$ cat src/rtl/cla_pkg.sv
// Shared constants, the group P/G pair type and the 4-bit group generate/propagate
// function used by both pipeline stages of pipelined_cla_adder.
package cla_pkg;

   localparam int CLA_GROUP_W = 4;

   typedef struct packed {
      logic gg;
      logic gp;
   } grp_pg_t;

   function automatic int num_groups(input int width);
      return width / CLA_GROUP_W;
   endfunction

   function automatic grp_pg_t group_pg(input logic [3:0] p, input logic [3:0] g);
      grp_pg_t r;
      r.gg = g[3] | (p[3] & g[2]) | (p[3] & p[2] & g[1]) | (p[3] & p[2] & p[1] & g[0]);
      r.gp = &p;
      return r;
   endfunction

endpackage

$ cat src/rtl/pipelined_cla_adder_if.sv
// Operand/result streaming bus of pipelined_cla_adder; ovf/zero exist only when
// CLA_ADDER_FLAGS_EN is defined.
interface pipelined_cla_adder_if #(parameter int WIDTH = 16);
   logic             in_valid;
   logic             in_ready;
   logic [WIDTH-1:0] A;
   logic [WIDTH-1:0] B;
   logic             Cin;
   logic             sub;
   logic             out_valid;
   logic             out_ready;
   logic [WIDTH:0]   Out;
`ifdef CLA_ADDER_FLAGS_EN
   logic             ovf;
   logic             zero;

   modport master (output in_valid, A, B, Cin, sub, out_ready,
                   input  in_ready, out_valid, Out, ovf, zero);
   modport slave  (input  in_valid, A, B, Cin, sub, out_ready,
                   output in_ready, out_valid, Out, ovf, zero);
`else
   modport master (output in_valid, A, B, Cin, sub, out_ready,
                   input  in_ready, out_valid, Out);
   modport slave  (input  in_valid, A, B, Cin, sub, out_ready,
                   output in_ready, out_valid, Out);
`endif
endinterface

$ cat src/rtl/cla_group4.sv
// 4-bit combinational lookahead group: sum bits from a carry-in plus group
// generate/propagate.
module cla_group4
   import cla_pkg::*;
(
   input  logic [3:0] p,
   input  logic [3:0] g,
   input  logic       cin,
   output logic [3:0] sum,
   output logic       gg,
   output logic       gp
);
   logic [3:0] c;
   grp_pg_t    pg;

   assign c[0] = cin;
   assign c[1] = g[0] | (p[0] & cin);
   assign c[2] = g[1] | (p[1] & g[0]) | (p[1] & p[0] & cin);
   assign c[3] = g[2] | (p[2] & g[1]) | (p[2] & p[1] & g[0]) | (p[2] & p[1] & p[0] & cin);

   assign sum = p ^ c;

   assign pg = group_pg(p, g);
   assign gg = pg.gg;
   assign gp = pg.gp;
endmodule

$ cat src/rtl/pipelined_cla_adder.sv
// Two-stage pipelined carry-lookahead adder/subtractor with valid/ready on both sides.
// Define CLA_ADDER_FLAGS_EN to build the registered ovf/zero flags.
module pipelined_cla_adder
   import cla_pkg::*;
#(
   parameter int WIDTH = 16
) (
   input  logic                 clk,
   input  logic                 rst,
   pipelined_cla_adder_if.slave bus
);
   localparam int NG = num_groups(WIDTH);

   generate
      if ((WIDTH % CLA_GROUP_W) != 0 || WIDTH < 4 || WIDTH > 64) begin : g_bad_width
         $error("pipelined_cla_adder: WIDTH must be a multiple of 4 in 4..64");
      end
   endgenerate

   // Flat sum-of-products carry into each group; index NG is the final carry out.
   function automatic logic [NG:0] group_carries(input logic [NG-1:0] gg,
                                                 input logic [NG-1:0] gp,
                                                 input logic          c0);
      logic [NG:0] c;
      logic        term;
      for (int k = 0; k <= NG; k++) begin
         term = c0;
         for (int m = 0; m < k; m++) term &= gp[m];
         c[k] = term;
         for (int j = 0; j < k; j++) begin
            term = gg[j];
            for (int m = j + 1; m < k; m++) term &= gp[m];
            c[k] |= term;
         end
      end
      return c;
   endfunction

   logic             s2_adv, s1_adv, accept;
   logic [WIDTH-1:0] b_eff, p_next, g_next;
   logic [NG-1:0]    gg_next, gp_next;
   logic             c0_next;

   logic             s1_valid_reg;
   logic [WIDTH-1:0] p_reg, g_reg;
   logic [NG-1:0]    gg_reg, gp_reg;
   logic             c0_reg;

   logic [NG:0]      grp_carry;
   logic [WIDTH-1:0] sum;
   logic [NG-1:0]    grp_gg_unused, grp_gp_unused;
   logic             out_valid_reg;
   logic [WIDTH:0]   out_reg;

   assign s2_adv      = !out_valid_reg || bus.out_ready;
   assign s1_adv      = !s1_valid_reg || s2_adv;
   assign bus.in_ready = !rst && s1_adv;
   assign accept      = bus.in_valid && bus.in_ready;

   assign b_eff   = bus.sub ? ~bus.B : bus.B;
   assign p_next  = bus.A ^ b_eff;
   assign g_next  = bus.A & b_eff;
   assign c0_next = bus.sub ? 1'b1 : bus.Cin;

   generate
      for (genvar gi = 0; gi < NG; gi++) begin : g_s1_grp
         grp_pg_t pg;
         assign pg          = group_pg(p_next[gi*4 +: 4], g_next[gi*4 +: 4]);
         assign gg_next[gi] = pg.gg;
         assign gp_next[gi] = pg.gp;
      end
   endgenerate

   always_ff @(posedge clk) begin
      if (rst)         s1_valid_reg <= 1'b0;
      else if (s1_adv) s1_valid_reg <= accept;
   end

   always_ff @(posedge clk) begin
      if (accept) begin
         p_reg  <= p_next;
         g_reg  <= g_next;
         gg_reg <= gg_next;
         gp_reg <= gp_next;
         c0_reg <= c0_next;
      end
   end

   assign grp_carry = group_carries(gg_reg, gp_reg, c0_reg);

   // Group P/G are already registered from S1, so the S2 copies are left dangling.
   generate
      for (genvar gi = 0; gi < NG; gi++) begin : g_s2_grp
         cla_group4 u_grp (
            .p   (p_reg[gi*4 +: 4]),
            .g   (g_reg[gi*4 +: 4]),
            .cin (grp_carry[gi]),
            .sum (sum[gi*4 +: 4]),
            .gg  (grp_gg_unused[gi]),
            .gp  (grp_gp_unused[gi])
         );
      end
   endgenerate

   always_ff @(posedge clk) begin
      if (rst) begin
         out_valid_reg <= 1'b0;
         out_reg       <= '0;
      end else if (s2_adv) begin
         out_valid_reg <= s1_valid_reg;
         if (s1_valid_reg) out_reg <= {grp_carry[NG], sum};
      end
   end

   assign bus.out_valid = out_valid_reg;
   assign bus.Out       = out_reg;

`ifdef CLA_ADDER_FLAGS_EN
   logic ovf_reg, zero_reg;

   // Carry into the MSB is recovered as P ^ sum at that bit.
   always_ff @(posedge clk) begin
      if (rst) begin
         ovf_reg  <= 1'b0;
         zero_reg <= 1'b0;
      end else if (s2_adv && s1_valid_reg) begin
         ovf_reg  <= (p_reg[WIDTH-1] ^ sum[WIDTH-1]) ^ grp_carry[NG];
         zero_reg <= ~|sum;
      end
   end

   assign bus.ovf  = ovf_reg;
   assign bus.zero = zero_reg;
`endif

endmodule
$ cat src/flat_wrapper.sv
// flat-port wrapper written by rule: the top's interface ports become plain ports
module pipelined_cla_adder_flat import cla_pkg::*;
#(
   parameter int WIDTH = 16
)
  (clk, rst, bus_in_valid, bus_A, bus_B, bus_Cin, bus_sub, bus_out_ready, bus_in_ready, bus_out_valid, bus_Out);
  pipelined_cla_adder_if #(.WIDTH(WIDTH)) bus_i ();
  input  logic clk;
  input  logic rst;
  input wire logic [$bits(bus_i.in_valid)-1:0] bus_in_valid;
  input wire logic [$bits(bus_i.A)-1:0] bus_A;
  input wire logic [$bits(bus_i.B)-1:0] bus_B;
  input wire logic [$bits(bus_i.Cin)-1:0] bus_Cin;
  input wire logic [$bits(bus_i.sub)-1:0] bus_sub;
  input wire logic [$bits(bus_i.out_ready)-1:0] bus_out_ready;
  output wire logic [$bits(bus_i.in_ready)-1:0] bus_in_ready;
  output wire logic [$bits(bus_i.out_valid)-1:0] bus_out_valid;
  output wire logic [$bits(bus_i.Out)-1:0] bus_Out;
  assign bus_i.in_valid = bus_in_valid;
  assign bus_i.A = bus_A;
  assign bus_i.B = bus_B;
  assign bus_i.Cin = bus_Cin;
  assign bus_i.sub = bus_sub;
  assign bus_i.out_ready = bus_out_ready;
  assign bus_in_ready = bus_i.in_ready;
  assign bus_out_valid = bus_i.out_valid;
  assign bus_Out = bus_i.Out;
  pipelined_cla_adder #(.WIDTH(WIDTH)) u_core (.clk(clk), .rst(rst), .bus(bus_i));
endmodule
$ cat config.mk
export PLATFORM = sky130hd
export DESIGN_NAME = pipelined_cla_adder_flat
export DESIGN_NICKNAME = d
export VERILOG_FILES = /design/src/rtl/cla_pkg.sv /design/src/rtl/pipelined_cla_adder_if.sv /design/src/rtl/cla_group4.sv /design/src/rtl/pipelined_cla_adder.sv /design/src/flat_wrapper.sv
export SDC_FILE = /design/constraint.sdc
export NUM_CORES = 1
export LEC_CHECK = 0
export ABC_AREA = 0
export CAP_MARGIN = 15
export CORE_ASPECT_RATIO = 0.8
export CORE_UTILIZATION = 25
export CTS_CLUSTER_DIAMETER = 120
export DETAILED_ROUTE_END_ITERATION = 7
export MAX_ROUTING_LAYER = met4
export SYNTH_ARGS = -nofsm -noshare
export SYNTH_HDL_FRONTEND = slang
export SYNTH_SLANG_ARGS = --single-unit
$ cat constraint.sdc
create_clock -name clk -period 3.1 [get_ports clk]
set_clock_uncertainty 0.2 [all_clocks]
set_input_delay 0.62 -clock clk [delete_from_list [all_inputs] [get_ports clk]]
set_output_delay 0.62 -clock clk [all_outputs]
set_load 0.03 [all_outputs]
Yosys cells after proc, flatten, opt, wreduce, memory -nomap -nowiden
Cells that the tools add are included.
{"block": "totals", "ff_bits": 59, "wordCells": 140}
{"block": "op_classes", "muxes": 1, "bitwise_logic": 119, "n_reduce_logical": 12}
{"operator": "1-bit bitwise AND", "count": 66}
{"operator": "1-bit bitwise OR", "count": 46}
{"operator": "16-bit bitwise AND", "count": 1}
{"operator": "16-bit two-way mux", "count": 1}
{"operator": "16-bit NOT", "count": 1}
{"operator": "4-bit AND reduction", "count": 4}
{"operator": "16-bit XOR", "count": 1}
{"operator": "4-bit XOR", "count": 4}
{"operator": "1-bit logical NOT", "count": 3}
{"operator": "1-bit logical AND", "count": 2}
{"operator": "1-bit logical OR", "count": 2}
{"operator": "2-bit AND reduction", "count": 1}

Longest topological paths before layout
{"block": "logic_depth", "ltp_word": 9, "mapped_depth": 8, "ltp_nobuf": 7}

Hierarchy
A second synthesis with hierarchy kept.
{"block": "hier_totals", "cells_unflattened": 251, "area_unflattened_um2": 2947.8}
{"mod": "pipelined_cla_adder", "n_inst": 1, "cells_per_inst": 195, "area_per_inst_um2": 2542.4, "seq_area_each_um2": 1611.5}
{"mod": "cla_group4", "n_inst": 4, "cells_per_inst": 14, "area_per_inst_um2": 101.3, "seq_area_each_um2": 0.0}

Worst setup path before layout
No wires, ideal clock.
{"block": "synth_timing", "path_kind": "input to register", "from": "in rst", "to": "reg u_core.c0_reg (enable)", "t_arrival_ns": 2.523, "t_required_ns": 2.502, "setup_slack_ns": -0.021, "cell_stages": 4, "path_buffers": 2, "cell_sequence": "clkbuf_1 > clkbuf_1 > a21oi_1 > and2_1"}
{"block": "synth_via", "elab_chain_cells": 3}
{"item": "start: declaration", "line_no": "flat_wrapper.sv:9", "source": "input logic rst;"}
{"item": "1-bit logical NOT", "line_no": "pipelined_cla_adder.sv:57", "source": "assign bus.in_ready = !rst && s1_adv;"}
{"item": "1-bit logical AND", "line_no": "pipelined_cla_adder.sv:57"}
{"item": "via bus_in_ready", "line_no": "flat_wrapper.sv:16", "source": "output wire logic [$bits(bus_i.in_ready)-1:0] bus_in_ready;"}
{"item": "1-bit logical AND", "line_no": "pipelined_cla_adder.sv:58", "source": "assign accept = bus.in_valid && bus.in_ready;"}
{"item": "via u_core.accept", "line_no": "pipelined_cla_adder.sv:39", "source": "logic s2_adv, s1_adv, accept;"}
{"item": "end signal: assignment", "line_no": "pipelined_cla_adder.sv:85", "source": "c0_reg <= c0_next;"}
{"item": "end: declaration", "line_no": "pipelined_cla_adder.sv:47", "source": "logic c0_reg;"}
The timed path passes the listed nets, and every way through them passes these cells.
A chain may end at the register's enable or synchronous reset.

Final worst setup path
{"block": "layout_timing", "from": "in bus_out_ready", "to": "out bus_in_ready"}
{"block": "layout_via", "elab_chain_cells": 3}
{"item": "start: declaration", "line_no": "flat_wrapper.sv:15", "source": "input wire logic [$bits(bus_i.out_ready)-1:0] bus_out_ready;"}
{"item": "1-bit logical OR", "line_no": "pipelined_cla_adder.sv:55", "source": "assign s2_adv = !out_valid_reg || bus.out_ready;"}
{"item": "1-bit logical OR", "line_no": "pipelined_cla_adder.sv:56", "source": "assign s1_adv = !s1_valid_reg || s2_adv;"}
{"item": "1-bit logical AND", "line_no": "pipelined_cla_adder.sv:57"}
{"item": "end: declaration", "line_no": "flat_wrapper.sv:16"}
Every way passes these cells.

==> flow_summary.json <==
{
  "synth-main-ff-cell": "edfxtp_1",
  "vdd_ir_drop_max_mv": 0.3799,
  "grt_usage": 0.1008,
  "hpwl_um": 4083,
  "ctsResizeCount": 0,
  "port_buffers": 56,
  "vias": 1871,
  "yosysMostFrequentCell": "edfxtp_1",
  "cts_inserted_buffers": 5,
  "fin_crit_ps": 2459,
  "ys_seq_area_frac": 0.5586,
  "rsz0062_at_grt": "false",
  "path_buf_inv": 2,
  "coreArea_um2": 10320,
  "yosysWarnings": 0,
  "die_height_um": 94.44,
  "finalMaxSlewViolations": 0,
  "first_iter_violations": 79,
  "routed_wirelength_um": 5271,
  "required_ps": 2280,
  "slowest_delay_ps": 410,
  "clk_pin_slew_ps": 70,
  "min_path_type": "flip-flop to flip-flop",
  "end_kind": "output pin",
  "remaining_drc_errors": 0,
  "overflow": 0,
  "synth_nets": 283,
  "largest_reg_flops": 17,
  "run_status": "finished, final reports clean",
  "num_rows": 33,
  "detail-route-antenna-nets": 0,
  "ys_types": 38,
  "layout.nets": 344,
  "vias_per_cell": 4.382,
  "timing.fmax_mhz": 406.7,
  "clockBufferDepth": 2,
  "initial_core_util": 0.2587,
  "synth_commonest_cells": "edfxtp_1 (37), ha_1 (20), nand2_1 (20)",
  "synth_enable_flop_cells": 37,
  "drt-pass1-iter-count": 4,
  "grt_pass1_wl_um": 8528,
  "synthArstFlopShare": 0,
  "grt_max_degree": 38,
  "diodes": 0,
  "cts_tree": "built",
  "synth_top_area_frac": 0.4161,
  "die_w_um": 117.5,
  "crit_fanout": 5,
  "preCtsSetupSlack_ps": 399.1,
  "power_density_nw_per_um2": 488.4,
  "p_leak_nw": 1.322,
  "synthCells": 225,
  "clock_sinks": 56,
  "synth-seq-cells": 56,
  "dieArea_um2": 11100,
  "arrival_ps": 1640,
  "hold_buffers": 0,
  "tns_ps": 0,
  "grt_pass1_vias": 1812,
  "antenna_found_initial": 0,
  "cts_root_buf": "clkbuf_16",
  "h-tree-depth": 2,
  "netlist.top_cell.by_area": "edfxtp_1",
  "setup_slack_ps": 641.2,
  "min_period_over_period": 0.7932,
  "netlist_top_cells_area": "edfxtp_1 (42%), dfxtp_1 (14%), ha_1 (9.4%)",
  "routedWlPerCell_um": 12.34,
  "start_kind": "primary input",
  "synthToLayoutAreaGrowth_pct": 33.88,
  "gp_congestion": 0.7548,
  "synth.avg_cell_area_um2": 11.87,
  "relSlewSlack": 0.5696,
  "fill_cells": 1071,
  "io_pins": 57,
  "post_cts_buffers": 0,
  "maxCapViolations": 0,
  "crit_slowest_cell": "clkdlybuf4s50_1",
  "layout-drive-gt1-share": 0.07317,
  "finalHoldViolations": 0,
  "crit_chain": "clkdlybuf4s50_1, nor2b_1, a21oi_1, buf_4",
  "worst_slew_pin_slew_ps": 645.6,
  "insertion_delay_ps": 290,
  "setup_viol": 0,
  "netlist_area_um2": 2670,
  "critPathKind": "primary input to output pin",
  "critPathTopFamily": "buffers and inverters"
}
## report_power, final
part / internal (W) / switching, W
Sequential: 0.000854 / 0.0000278
Clock: 0.000319 / 0.000240
Combinational: 0.000152 / 0.000153
## logic make-up (layout without fill, tap and decap cells)
logic type,Yosys count,after routing,synth area share
DFF,56,56,0.5586
buffers and inverters,9,71,0.01499
and+or+nand+nor,69,69,0.1373
xor gates and xnor gates,22,22,0.07216
AOI/OAI and AO/OA,48,48,0.1195
adders and majority gates,20,20,0.09372
muxes,1,1,0.003749
## per-layer routing
metal / vias up / wire, um / global-route usage
li1: 953 / - / -
met1: 871 / 2468 / 0.1215
met2: 42 / 2554 / 0.1711
met3: 5 / 210 / 0.02536
met4: 0 / 37 / 0.02244
met5: - / 0 / -
## metrics by stage
step                      instance area, um^2    util  hold slack, ps  instances  power (W)
after floorplan                          2671       -           282.0        225   0.001069
after global placement                   3426  0.3319           241.0        419   0.001200
after detailed placement                 3426  0.3319           247.6        419   0.001206
after CTS                                3575  0.3463           256.7        427   0.001768
after global routing                     3575  0.3463           274.6        427   0.001828
final                                    3575  0.3463           254.9        427   0.001746
## final timing paths
path                                            from                  to  slack [ps]  cells after the start
worst min-delay path               u_core.bus.Out[6]   u_core.bus.Out[6]         250                      2
worst max-delay path                   bus_out_ready        bus_in_ready         640                      4
worst max register to register  u_core.bus.out_valid  u_core.bus.Out[11]        1120                      5
worst min register to register     u_core.bus.Out[6]   u_core.bus.Out[6]         250                      2
## worst register-to-register path, cell delays in order (launching register included)
cell      delay [ps]
dfxtp_1          330
nor2b_1          290
nand2b_1         580
buf_4            250
nor4_1            50
nand3b_1         170
## layout make-up
type                    instances  area, um^2  area share
multi-input cells             160        1140      0.3189
clock inverters                 2       10.01    0.002800
well taps                     140       175.2     0.04900
clock buffers                   6       138.9     0.03885
flip-flops and latches         56        1491      0.4172
inverters                       1       3.754    0.001050
repair buffers                 62       615.6      0.1722
## cell usage in the layout, fill, tap and decap left out, types with 4 or more instances in the layout
cell / netlist / final
nand2_1: 20 / 20
clkbuf_16: 0 / 5
a21o_1: 5 / 5
and4_1: 4 / 4
clkdlybuf4s50_1: 0 / 55
ha_1: 20 / 20
o21ai_0: 8 / 8
edfxtp_1: 37 / 37
nand3_1: 4 / 4
xnor2_1: 6 / 6
nor2_1: 13 / 13
buf_4: 0 / 6
a31oi_1: 4 / 4
nor4b_1: 5 / 5
dfxtp_1: 19 / 19
a21oi_1: 19 / 19
nand2b_1: 7 / 7
nor2b_1: 6 / 6
xor2_1: 16 / 16
(Power assumes the default switching activity.)
==> RTL edit (same settings) <==
`WIDTH` is set to 16 in 3 places; all go to 20.
--- a/src/rtl/pipelined_cla_adder_if.sv
+++ b/src/rtl/pipelined_cla_adder_if.sv
@@ -2,3 +2,3 @@
 // CLA_ADDER_FLAGS_EN is defined.
-interface pipelined_cla_adder_if #(parameter int WIDTH = 16);
+interface pipelined_cla_adder_if #(parameter int WIDTH = 20);
    logic             in_valid;
--- a/src/rtl/pipelined_cla_adder.sv
+++ b/src/rtl/pipelined_cla_adder.sv
@@ -5,3 +5,3 @@
 #(
-   parameter int WIDTH = 16
+   parameter int WIDTH = 20
 ) (
--- a/src/flat_wrapper.sv
+++ b/src/flat_wrapper.sv
@@ -3,3 +3,3 @@
 #(
-   parameter int WIDTH = 16
+   parameter int WIDTH = 20
 )
Ports: changed (resized bus_A, bus_B and bus_Out); port bits go from 57 to 69. No check against the original RTL was run, so the function may have changed too.
==> RTL edit against the unedited design <==
Sequential cell count grew 13; area after synthesis grew 30%; final area grew 31%; largest power group unchanged; critical endpoint unchanged; routed wire length grew 44%; utilization shrank 0.16 points; power grew 45%; largest cell class unchanged; worst setup slack gained 0.11 ns.
==> RTL edit: results <==
group,metric,value,unit
run_status,outcome,"finished, final reports clean",
worst_setup_path,reg2reg_slack,0.83,ns
logic_synthesis,synthMuxAreaShare,0,%
cts,post_cts_buffers,0,
cells_and_area,drive_gt1_share,8.158,%
logic_synthesis,synth_xor_area_share,6.573,%
pwr,p_int,1.935,mW
sta,worst_slew_pin_slew,0.5882,ns
logic_synthesis,synthArstFlopShare,0,%
worst_setup_path,arrival,1.53,ns
cells_and_area,nets,446,
routing,drtAntennaViolNets,0,
placed_design,dp.final_hpwl,5.786,mm
placed_design,place_congestion,0.7604,
pwr,ir_worst_vdd,0.2770,mV
logic_synthesis,synth_nets,375,
worst_setup_path,crit_path_max_fanout,3,
routing,routedWlPerCell,13.59,µm
pwr,pg_clk,1.05,mW
cts,clk_pin_slew,0.05,ns
logic_synthesis,synth_common_cells,"edfxtp_1 (46), nand2_1 (28), ha_1 (25)",
placed_design,place_ws,0.4131,ns
cts,cts_made_buffers,9,
worst_setup_path,rr_startpoint,"u_core.c0_reg$_SDFFCE_PP1P_",
pwr,clkPwrFrac,41.4,%
grt,grtUsageTotal,11.76,%
pwr,combinationalPowerShare,15.2,%
grt,first_global_vias,2536,
logic_synthesis,synth_edf_count,46,
cts,htree_levels,3,
worst_setup_path,slowest_stage,"clkdlybuf4s50_1",
cells_and_area,largest_register_ffs,21,
routing,drtPass1Iterations,4,
hold_path,whs_endpoint,"u_core.bus.Out[5]$_SDFFE_PP0P_",
cts,clk_latency,0.33,ns
cts,cts_buffer_depth,2,
sta,clock.fmax,0.4253,GHz
hold_path,hp-start,"u_core.bus.Out[5]$_SDFFE_PP0P_",
placed_design,numPortBuffers,68,
worst_setup_path,reg2reg_to,"u_core.bus.Out[17]$_SDFFE_PP0P_",
pwr,power_leakage,1.712,nW
grt,grt_pass1_wl,12.34,mm
logic_synthesis,synthAdderAreaFrac,9.029,%
hold_path,hold_depth,2,
grt,grt_max_degree,47,
logic_synthesis,synth_seq_area_share,53.16,%
logic_synthesis,synth.distinct_cells,51,
grt,antenna_found_initial,0,
routing,vias,2555,
cells_and_area,num-fill-cells,1339,
cts,post_cts_resized,0,
logic_synthesis,netlist_top_cells_area,"edfxtp_1 (40%), dfxtp_1 (13%), ha_1 (9.0%)",
worst_setup_path,critical_path.startpoint,"bus_out_ready",
logic_synthesis,synth_compound_area_share,12.10,%
routing,drt_iter0_drc,146,
worst_setup_path,rr_worst_depth,8,
RTL edit: metrics by stage:
stage	hold WS, ns	instance area, µm²	utilization, %	instances
6_report	0.2514	4671	34.47	560
5_1_grt	0.2912	4671	34.47	560
4_1_cts	0.2533	4671	34.47	560
3_5_place_dp	0.2478	4357	32.15	544
3_3_place_gp	0.2464	4357	32.15	544
2_1_floorplan	0.3105	3466	-	304
RTL edit: cell type report:
| cell class | instances | share of cell area [%] |
|---|---|---|
| clock inverter | 3 | 0.9108 |
| tap | 180 | 4.822 |
| sequential | 69 | 39.43 |
| clock buffer | 13 | 5.813 |
| multi-input combinational | 218 | 32.84 |
| inverter | 4 | 0.3215 |
| timing repair buffer | 73 | 15.86 |
RTL edit: layer usage:
layer | routed length, µm | track usage [%]
met1 | 3762 | 14.86
met2 | 3382 | 17.97
met3 | 377 | 3.578
met4 | 89 | 3.815
met5 | 0 | -
